`config.mk`:
```
export PLATFORM = sky130hd
export DESIGN_NAME = scan_seq_ctrl
export DESIGN_NICKNAME = d
export VERILOG_FILES = /design/src/rtl/scan_ctrl_pkg.sv /design/src/rtl/scan_wdog_cnt.sv /design/src/rtl/scan_seq_ctrl.sv
export SDC_FILE = /design/constraint.sdc
export NUM_CORES = 1
export LEC_CHECK = 0
export CORE_UTILIZATION = 55
export DETAILED_ROUTE_END_ITERATION = 8
export MAX_ROUTING_LAYER = met4
export PLACE_DENSITY_LB_ADDON = 0.3
export SLEW_MARGIN = 40
export SYNTH_ARGS = -nofsm -noshare
export SYNTH_HDL_FRONTEND = slang
export SYNTH_SLANG_ARGS = --single-unit
```
`constraint.sdc`:
```
create_clock -name clk_i -period 5.3 [get_ports clk_i]
set_input_delay 1.59 -clock clk_i [delete_from_list [all_inputs] [get_ports clk_i]]
set_output_delay 1.59 -clock clk_i [all_outputs]
set_load 0.05 [all_outputs]
```
`src/rtl/scan_ctrl_pkg.sv`:
```
// Shared definitions for the scan sequencing controller: state encoding,
// default counter widths and a small state-classification helper.
package scan_ctrl_pkg;

  localparam int unsigned REV_W_DEF = 16;
  localparam int unsigned TMO_W_DEF = 32;

  typedef enum logic [2:0] {
    ST_IDLE      = 3'd0,
    ST_WAIT_ZERO = 3'd1,
    ST_ACQ       = 3'd2,
    ST_DONE      = 3'd3,
    ST_ERR       = 3'd4
  } scan_state_e;

  // The watchdog only runs while a scan is waiting for or consuming zero pulses.
  function automatic logic is_active(input scan_state_e st);
    return (st == ST_WAIT_ZERO) || (st == ST_ACQ);
  endfunction

endpackage

```
`src/rtl/scan_wdog_cnt.sv`:
```
// Inter-pulse watchdog: counts enabled cycles since the last clear and
// flags expiry on the cycle whose edge reaches the limit (limit 0 = off).
module scan_wdog_cnt
  import scan_ctrl_pkg::*;
#(
  parameter int unsigned TMO_W = TMO_W_DEF
) (
  input  logic             clk_i,
  input  logic             rst_i,
  input  logic             clear_i,
  input  logic             enable_i,
  input  logic [TMO_W-1:0] limit_i,
  output logic             expire_o
);

  localparam logic [TMO_W-1:0] CNT_ONE = {{(TMO_W-1){1'b0}}, 1'b1};

  logic [TMO_W-1:0] cnt_q;
  logic [TMO_W-1:0] cnt_d;

  // Next count: clear wins over counting.
  always_comb begin
    cnt_d = cnt_q;
    if (clear_i) begin
      cnt_d = '0;
    end else if (enable_i) begin
      cnt_d = cnt_q + CNT_ONE;
    end else begin
      cnt_d = cnt_q;
    end
  end

  // Counter register.
  always_ff @(posedge clk_i or posedge rst_i) begin
    if (rst_i) begin
      cnt_q <= '0;
    end else begin
      cnt_q <= cnt_d;
    end
  end

  // Not masked by clear: a timeout must beat a zero pulse in the same cycle.
  assign expire_o = enable_i && (limit_i != '0) && (cnt_q >= (limit_i - CNT_ONE));

endmodule

```
`src/rtl/scan_seq_ctrl.sv`:
```
// Scan sequencing FSM: waits for the encoder zero, acquires a configured
// number of revolutions and reports completion, abort or watchdog timeout.
module scan_seq_ctrl
  import scan_ctrl_pkg::*;
#(
  parameter real         TCQ   = 0.1,
  parameter int unsigned REV_W = REV_W_DEF,
  parameter int unsigned TMO_W = TMO_W_DEF
) (
  input  logic             clk_i,
  input  logic             rst_i,
  input  logic             encode_zero_flag_i,
  input  logic             scan_start_flag_i,
  input  logic             scan_test_flag_i,
  input  logic [REV_W-1:0] cfg_rev_num_i,
  input  logic [TMO_W-1:0] cfg_timeout_i,
  output logic             acq_en_o,
  output logic             rev_start_o,
  output logic [REV_W-1:0] rev_cnt_o,
  output logic             test_mode_o,
  output logic             busy_o,
  output logic             scan_done_o,
  output logic             scan_abort_o,
  output logic             timeout_err_o
);

  localparam logic [REV_W-1:0] REV_ONE = {{(REV_W-1){1'b0}}, 1'b1};

  scan_state_e      state_q;
  logic             start_dly_q;
  logic [REV_W-1:0] rev_num_q;
  logic [TMO_W-1:0] tmo_q;
  logic             acq_en_q;
  logic             rev_start_q;
  logic [REV_W-1:0] rev_cnt_q;
  logic             test_mode_q;
  logic             busy_q;
  logic             scan_done_q;
  logic             scan_abort_q;
  logic             timeout_err_q;

  logic start_edge_s;
  logic last_rev_s;
  logic wd_en_s;
  logic wd_clear_s;
  logic wd_expire_s;

  assign start_edge_s = scan_start_flag_i & ~start_dly_q;

  // Watchdog control and completion detect.
  always_comb begin
    wd_en_s    = is_active(state_q);
    wd_clear_s = ~wd_en_s | encode_zero_flag_i;
    last_rev_s = (rev_num_q != '0) && ((rev_cnt_q + REV_ONE) == rev_num_q);
  end

  scan_wdog_cnt #(
    .TMO_W (TMO_W)
  ) u_wdog (
    .clk_i    (clk_i),
    .rst_i    (rst_i),
    .clear_i  (wd_clear_s),
    .enable_i (wd_en_s),
    .limit_i  (tmo_q),
    .expire_o (wd_expire_s)
  );

  // Main FSM with registered outputs; branch order encodes event priority.
  always_ff @(posedge clk_i or posedge rst_i) begin
    if (rst_i) begin
      state_q       <= ST_IDLE;
      start_dly_q   <= 1'b0;
      rev_num_q     <= '0;
      tmo_q         <= '0;
      acq_en_q      <= 1'b0;
      rev_start_q   <= 1'b0;
      rev_cnt_q     <= '0;
      test_mode_q   <= 1'b0;
      busy_q        <= 1'b0;
      scan_done_q   <= 1'b0;
      scan_abort_q  <= 1'b0;
      timeout_err_q <= 1'b0;
    end else begin
      start_dly_q  <= scan_start_flag_i;
      rev_start_q  <= 1'b0;
      scan_done_q  <= 1'b0;
      scan_abort_q <= 1'b0;
      case (state_q)
        ST_IDLE: begin
          if (start_edge_s) begin
            state_q     <= ST_WAIT_ZERO;
            busy_q      <= 1'b1;
            rev_num_q   <= cfg_rev_num_i;
            tmo_q       <= cfg_timeout_i;
            test_mode_q <= scan_test_flag_i;
          end
        end
        ST_WAIT_ZERO: begin
          if (!scan_start_flag_i) begin
            state_q      <= ST_IDLE;
            busy_q       <= 1'b0;
            scan_abort_q <= 1'b1;
          end else if (wd_expire_s) begin
            state_q       <= ST_ERR;
            timeout_err_q <= 1'b1;
          end else if (encode_zero_flag_i) begin
            state_q     <= ST_ACQ;
            acq_en_q    <= 1'b1;
            rev_start_q <= 1'b1;
            rev_cnt_q   <= '0;
          end
        end
        ST_ACQ: begin
          if (!scan_start_flag_i) begin
            state_q      <= ST_IDLE;
            busy_q       <= 1'b0;
            acq_en_q     <= 1'b0;
            scan_abort_q <= 1'b1;
          end else if (encode_zero_flag_i && last_rev_s) begin
            state_q     <= ST_DONE;
            acq_en_q    <= 1'b0;
            scan_done_q <= 1'b1;
          end else if (wd_expire_s) begin
            state_q       <= ST_ERR;
            acq_en_q      <= 1'b0;
            timeout_err_q <= 1'b1;
          end else if (encode_zero_flag_i) begin
            rev_cnt_q   <= rev_cnt_q + REV_ONE;
            rev_start_q <= 1'b1;
          end
        end
        ST_DONE: begin
          if (!scan_start_flag_i) begin
            state_q <= ST_IDLE;
            busy_q  <= 1'b0;
          end
        end
        ST_ERR: begin
          if (!scan_start_flag_i) begin
            state_q       <= ST_IDLE;
            busy_q        <= 1'b0;
            timeout_err_q <= 1'b0;
          end
        end
        default: begin
          state_q       <= ST_IDLE;
          acq_en_q      <= 1'b0;
          busy_q        <= 1'b0;
          timeout_err_q <= 1'b0;
        end
      endcase
    end
  end

  assign acq_en_o      = acq_en_q;
  assign rev_start_o   = rev_start_q;
  assign rev_cnt_o     = rev_cnt_q;
  assign test_mode_o   = test_mode_q;
  assign busy_o        = busy_q;
  assign scan_done_o   = scan_done_q;
  assign scan_abort_o  = scan_abort_q;
  assign timeout_err_o = timeout_err_q;

endmodule

```
### Word level (Yosys, flattened, before mapping)

Cells that the tools add are included.

* div/mod/pow operators: 0
* reduce and logical (&&, ||, !) cells: 21
* eq/ne operators: 18
* $mul: 0
* $lt $le $gt $ge: 1
* shift-type cells: 0
* mux-type cells: 45
* bitwise logic cells: 6
* add/sub/neg operators: 3

Operator list (count)
* two-way mux 16 bit: 7
* two-way mux 32 bit: 2
* adder 32 x 1 -> 32 bit (second input constant): 1
* greater-or-equal comparator 32 bit: 1
* case mux 16 bit (2 select lines): 1
* nonzero test 32 bit: 1
* subtractor 32 x 1 -> 32 bit (second input constant): 1
* two-way mux 3 bit: 8
* two-way mux 1 bit: 22
* inequality test 2 bit (second input constant): 11
* adder 16 x 1 -> 16 bit (second input constant): 1
* == test 16 bit: 1
* nonzero test 16 bit: 1
* case mux 3 bit (4 select lines): 1
* AND reduction 5 bit: 2
* AND reduction 8 bit: 1
* == test 3 x 2 -> 1 bit (second input constant): 2
* OR reduction 2 bit: 3
* logical AND 1 bit: 4
* inequality test 4 x 2 -> 1 bit (second input constant): 1
* inequality test 4 x 3 -> 1 bit (second input constant): 1
* NOT 1 bit: 4
* case mux 1 bit (2 select lines): 2
* case mux 1 bit (4 select lines): 1
* 12 further kinds: 14

* flip-flop bits (word level): 107
* latch bits: 0
* memories kept: 0
* output and inout port bits: 23
* logic and storage cells: 107
* bits in read-only memories: 0
* RAM bits: 0

### Depth between registers and ports, before layout

* depth in word-level cells: 8
* mapped depth: 18

### By module

Synthesis repeated with hierarchy kept, for this count alone.

* cell total of the unflattened synthesis: 684
* area total of the unflattened synthesis: 6760.2 um^2

By module, submodules not included
* scan_seq_ctrl: sequential area each 1876.8 um^2, area each 3829.9 um^2, times used 1, cells each 343
* scan_wdog_cnt: sequential area each 800.8 um^2, area each 2930.3 um^2, times used 1, cells each 341

### Least setup slack after synthesis

OpenSTA, ideal clock, no wires.

* kind: reg-to-reg
* start: register tmo_q[1]
* end: register rev_cnt_q[12], in the netlist rev_cnt_o[12]
* path buffers: 1
* setup time: 0.110 ns
* stages on the path, launching flop included: 19
* data required time: 5.190 ns
* slack: 1.218 ns
* arrival: 3.971 ns
* cells stage by stage: dfrtp_1 nor3_1 nor3b_1 nand2_1 nor2_1 nand3b_1 or3_1 nor4_1 xnor2_1 ha_1 a211oi_1 o21ai_0 o2111ai_1 nand3_1 a31oi_1 o2111ai_2 or2_1 buf_2 o41ai_1

* cells in the longest elaborated chain, start to end: 5
* elaborated cells between the ends (all ways): 8

Ends and longest elaborated chain
* start, declared: RTL line scan_seq_ctrl.sv:32 `logic [TMO_W-1:0] tmo_q;`
* start signal, assigned: RTL line scan_seq_ctrl.sv:94 `tmo_q <= cfg_timeout_i;`
* subtractor 32 x 1 -> 32 bit or nonzero test 32 bit (tied branches): RTL line scan_wdog_cnt.sv:43 `assign expire_o = enable_i && (limit_i != '0) && (cnt_q >= (limit_i - CNT_ONE));`
* greater-or-equal comparator 32 bit or logical AND 1 bit (tied branches): RTL line scan_wdog_cnt.sv:43
* logical AND 1 bit (*): RTL line scan_wdog_cnt.sv:43
* inequality test 2 bit (no source line)
* AND reduction 8 bit (no source line) (*)
* end signal, assigned: RTL line scan_seq_ctrl.sv:128 `rev_cnt_q <= rev_cnt_q + REV_ONE;`
* end, declared: RTL line scan_seq_ctrl.sv:35 `logic [REV_W-1:0] rev_cnt_q;`

Mark *: on every way between the ends. The rest lies on a longest branch, timed or not.
A chain may end at the register's enable or synchronous reset.

### Worst setup path in the final report

* start: register tmo_q[1]
* end: register rev_cnt_q[9], in the netlist rev_cnt_o[9]

Same word-level chain as after synthesis.

==> impl_metrics.csv <==
group,metric,value,unit
critical_path,crit_type,"register to register",
synth,syn-num-nets,735,
detailed_routing,drt-pass1-iter-count,7,
cts,cts-root-buf,"clkbuf_16",
global_routing,grt_pass1_wl,26.1,mm
pwr,ir_worst_vdd,0.292,mV
synth,synthFlopType,"dfrtp_1",
timing,max_clock_freq,208,MHz
detailed_routing,routed_via_density,6.04,
timing,hold_slack,0.492,ns
cts,cts_sinks,107,
synth,synth_xor_area_share,10.4,%
timing,rsz0062_at_grt,"false",
timing,slew_headroom,54.1,%
critical_path,critPathLaunchType,"register",
detailed_routing,detail-route-antenna-nets,0,
synth,synth_top_family_by_area,"simple AND/OR/NAND/NOR gates",
cts,clock_latency,0.36,ns
outcome,status,"finished, violations left",
pwr,powerDensity,428,nW/um^2
cts,cts_hold_buf,0,
cts,cts_buffers,9,
placed_design,place.detailed.hpwl,11.7,mm
die,initial_core_util,57.4,%
worst_hold_path,holdPathEnd,"timeout_err_o",
global_routing,gr-usage-all-layers,27.6,%
cts,cts_tree,"built",
synth,avgSynthCellArea,10.3,um^2
cells_and_area,diodes,0,
timing,fin_crit,4.81,ns
synth,netlist.area_leader.share,40.3,%
timing,fin_crit_sh,90.8,%
worst_hold_path,whs_path_depth,1,
detailed_routing,drt_iter0_drc,307,
synth,synth_cells,647,
cts,cts_resized,0,
timing,hold_viol,0,
synth,syn_area,6640,um^2
placed_design,port_buffers,75,
die,core-area,11600,um^2
synth,yosys.area_share.adder,6.60,%
cts,h-tree-depth,3,
synth,synth_top_cell_by_area,"dfrtp_1",
detailed_routing,drcViolationCount,4,
critical_path,reg2reg_depth,17,
critical_path,crit_arrival,5.06,ns
timing,finalClockSkew,0.00962,ns
synth,synthMuxAreaShare,8.62,%
global_routing,grt_pass1_vias,5260,
critical_path,r2r-end,"rev_cnt_o[9]",
timing,tns,0,ns
synth,synthTopCellsByArea,"dfrtp_1 (40%), mux2_2 (8.3%), ha_1 (6.6%), xnor2_1 (6.2%), xor2_1 (4.0%)",
timing,worst_slew_pin_slew,0.682,ns
cts,post_cts_buffers,0,
placed_design,dp_slack,0.286,ns
synth,ys_seq_elements,107,
critical_path,r2r_slack,0.49,ns
die,placementRows,39,
cells_and_area,syn_to_final_growth,17.3,%
detailed_routing,routed_wl,15.9,mm
die,dieArea,12500,um^2
worst_hold_path,min_from,"timeout_err_o",
critical_path,crit_required,5.55,ns
job,drv_cap,0,
global_routing,overflow,0,
cts,clk_pin_slew,0.07,ns
critical_path,crit_path_max_fanout,8,
placed_design,gp_congestion,0.897,
pwr,p_leak,0.00316,uW
cells_and_area,drive_gt1_share,14.7,%
critical_path,endpoint_kind,"register",
timing,drv_slew,0,
worst_hold_path,min_path_type,"register to register",
synth,synthSimpleGateAreaFrac,19.9,%
die,die_width,112,um
synth,synth_cell_types,73,
synth,synth_edf_count,0,
synth,async_flop_share,100,%
timing,layout_setup_ws,0.486,ns
die,die_h,112,um
outcome,violations,"DRC",
synth,ys_seq_area_share,40.3,%
global_routing,grt_max_degree,50,
critical_path,rr_startpoint,"tmo_q[1]",
die,ios,76,
synth,yosys_warnings,0,
cts,clk_path_buf_depth,2,
detailed_routing,vias,5211,
global_routing,antenna_found_initial,0,
synth,synth_compound_area_share,10.8,%
detailed_routing,wl_per_cell,18.4,um
timing,setup_viol,0,
cells_and_area,nets,803,
## layer usage
layer	vias to the layer above	GRT usage (%)	part of all wire, %
met3	25	4.79	3.9
met4	0	9.19	1.8
met1	2584	33.6	44
li1	2480	-	-
met5	-	-	0
met2	122	46.2	51
## worst max path at each step
stage,start,to,slack (ns),depth (start not counted)
after floorplan,rst_i,acq_en_o,0.89,1
after global placement,tmo_q[1],rev_cnt_o[1],0.56,17
after CTS,tmo_q[1],rev_cnt_o[4],0.24,17
after detailed placement,tmo_q[1],rev_cnt_o[1],0.29,17
final,tmo_q[1],rev_cnt_o[9],0.49,17
after global routing,tmo_q[1],rev_cnt_o[12],0.03,17
## cell usage after synthesis, types with 4 or more instances
master	number
and3_1	8
or3_1	11
clkbuf_1	8
o21ai_0	24
nor3b_1	6
a31oi_1	4
inv_1	14
a21o_1	4
dfrtp_1	107
mux2_2	49
a21oi_1	17
xnor2_1	47
nand4_1	12
xor2_1	30
nor2_1	62
o21ai_1	6
o31ai_1	11
buf_6	4
nand3_1	18
nor4_1	19
nand2_1	41
nor3_1	17
buf_1	4
o22a_1	6
ha_1	35
a211oi_1	5
## critical path: stages, from the launching register on
cell	delay, ns
dfrtp_1	0.40
nor3_1	0.27
nor3b_1	0.42
nand2_1	0.21
nor2_1	0.21
nand3b_1	0.15
or3_1	0.41
nor4_1	0.25
xnor2_1	0.18
ha_1	0.29
a211oi_1	0.25
o21ai_0	0.13
o2111ai_1	0.12
nand3_1	0.10
a31oi_1	0.32
o2111ai_2	0.27
or2_1	0.43
o41ai_1	0.29
## layout by cell type (no fill, tap or decap), types with 10 or more instances in the layout
cell               n
nand2_1           41
a21oi_1           17
ha_1              35
mux2_2            49
nor4_1            19
dfrtp_1          107
nor3_1            17
inv_1             13
o31ai_1           11
xnor2_1           47
nand4_1           12
or3_1             10
xor2_1            30
nor2_1            62
nand3_1           18
o21ai_0           24
clkdlybuf4s50_1   75
## registers in the layout, indices dropped and copies added (netlist names), 3 cells and up
name / count
tmo_q: 32
u_wdog.cnt_q: 32
rev_cnt_o: 16
rev_num_q: 16
state_q: 3
## cell families after synthesis
group,Yosys count
compound gates,102
xor+xnor,78
fa+ha+maj,35
mux,51
simple gates,235
flops,107
buf+inv,39
## through the flow
step	instances	util, %	total power, uW	instance area [um^2]
global placement	846	64.4	2510	7450
floorplan	647	-	2230	6640
finish	863	67.3	3330	7780
detailed placement	846	64.4	2600	7450
CTS	862	67.2	3340	7770
global route	863	67.3	3520	7780
## area by class of cell
type / count / area [um^2]
well taps: 143 / 179
multi-input cells: 501 / 3750
inverters: 15 / 58.8
fillers: 930 / 3780
repair buffers: 81 / 796
clock inverters: 7 / 98.8
flip-flops and latches: 107 / 2680
clock buffers: 9 / 225
## power breakdown
group	leakage, uW	switching (uW)	total, uW	internal (uW)
sequential	0.00138	297	1340	1040
combinational	0.00163	648	1260	608
clock	0.000156	319	737	418
No activity file was read; power rests on OpenSTA's default activity.
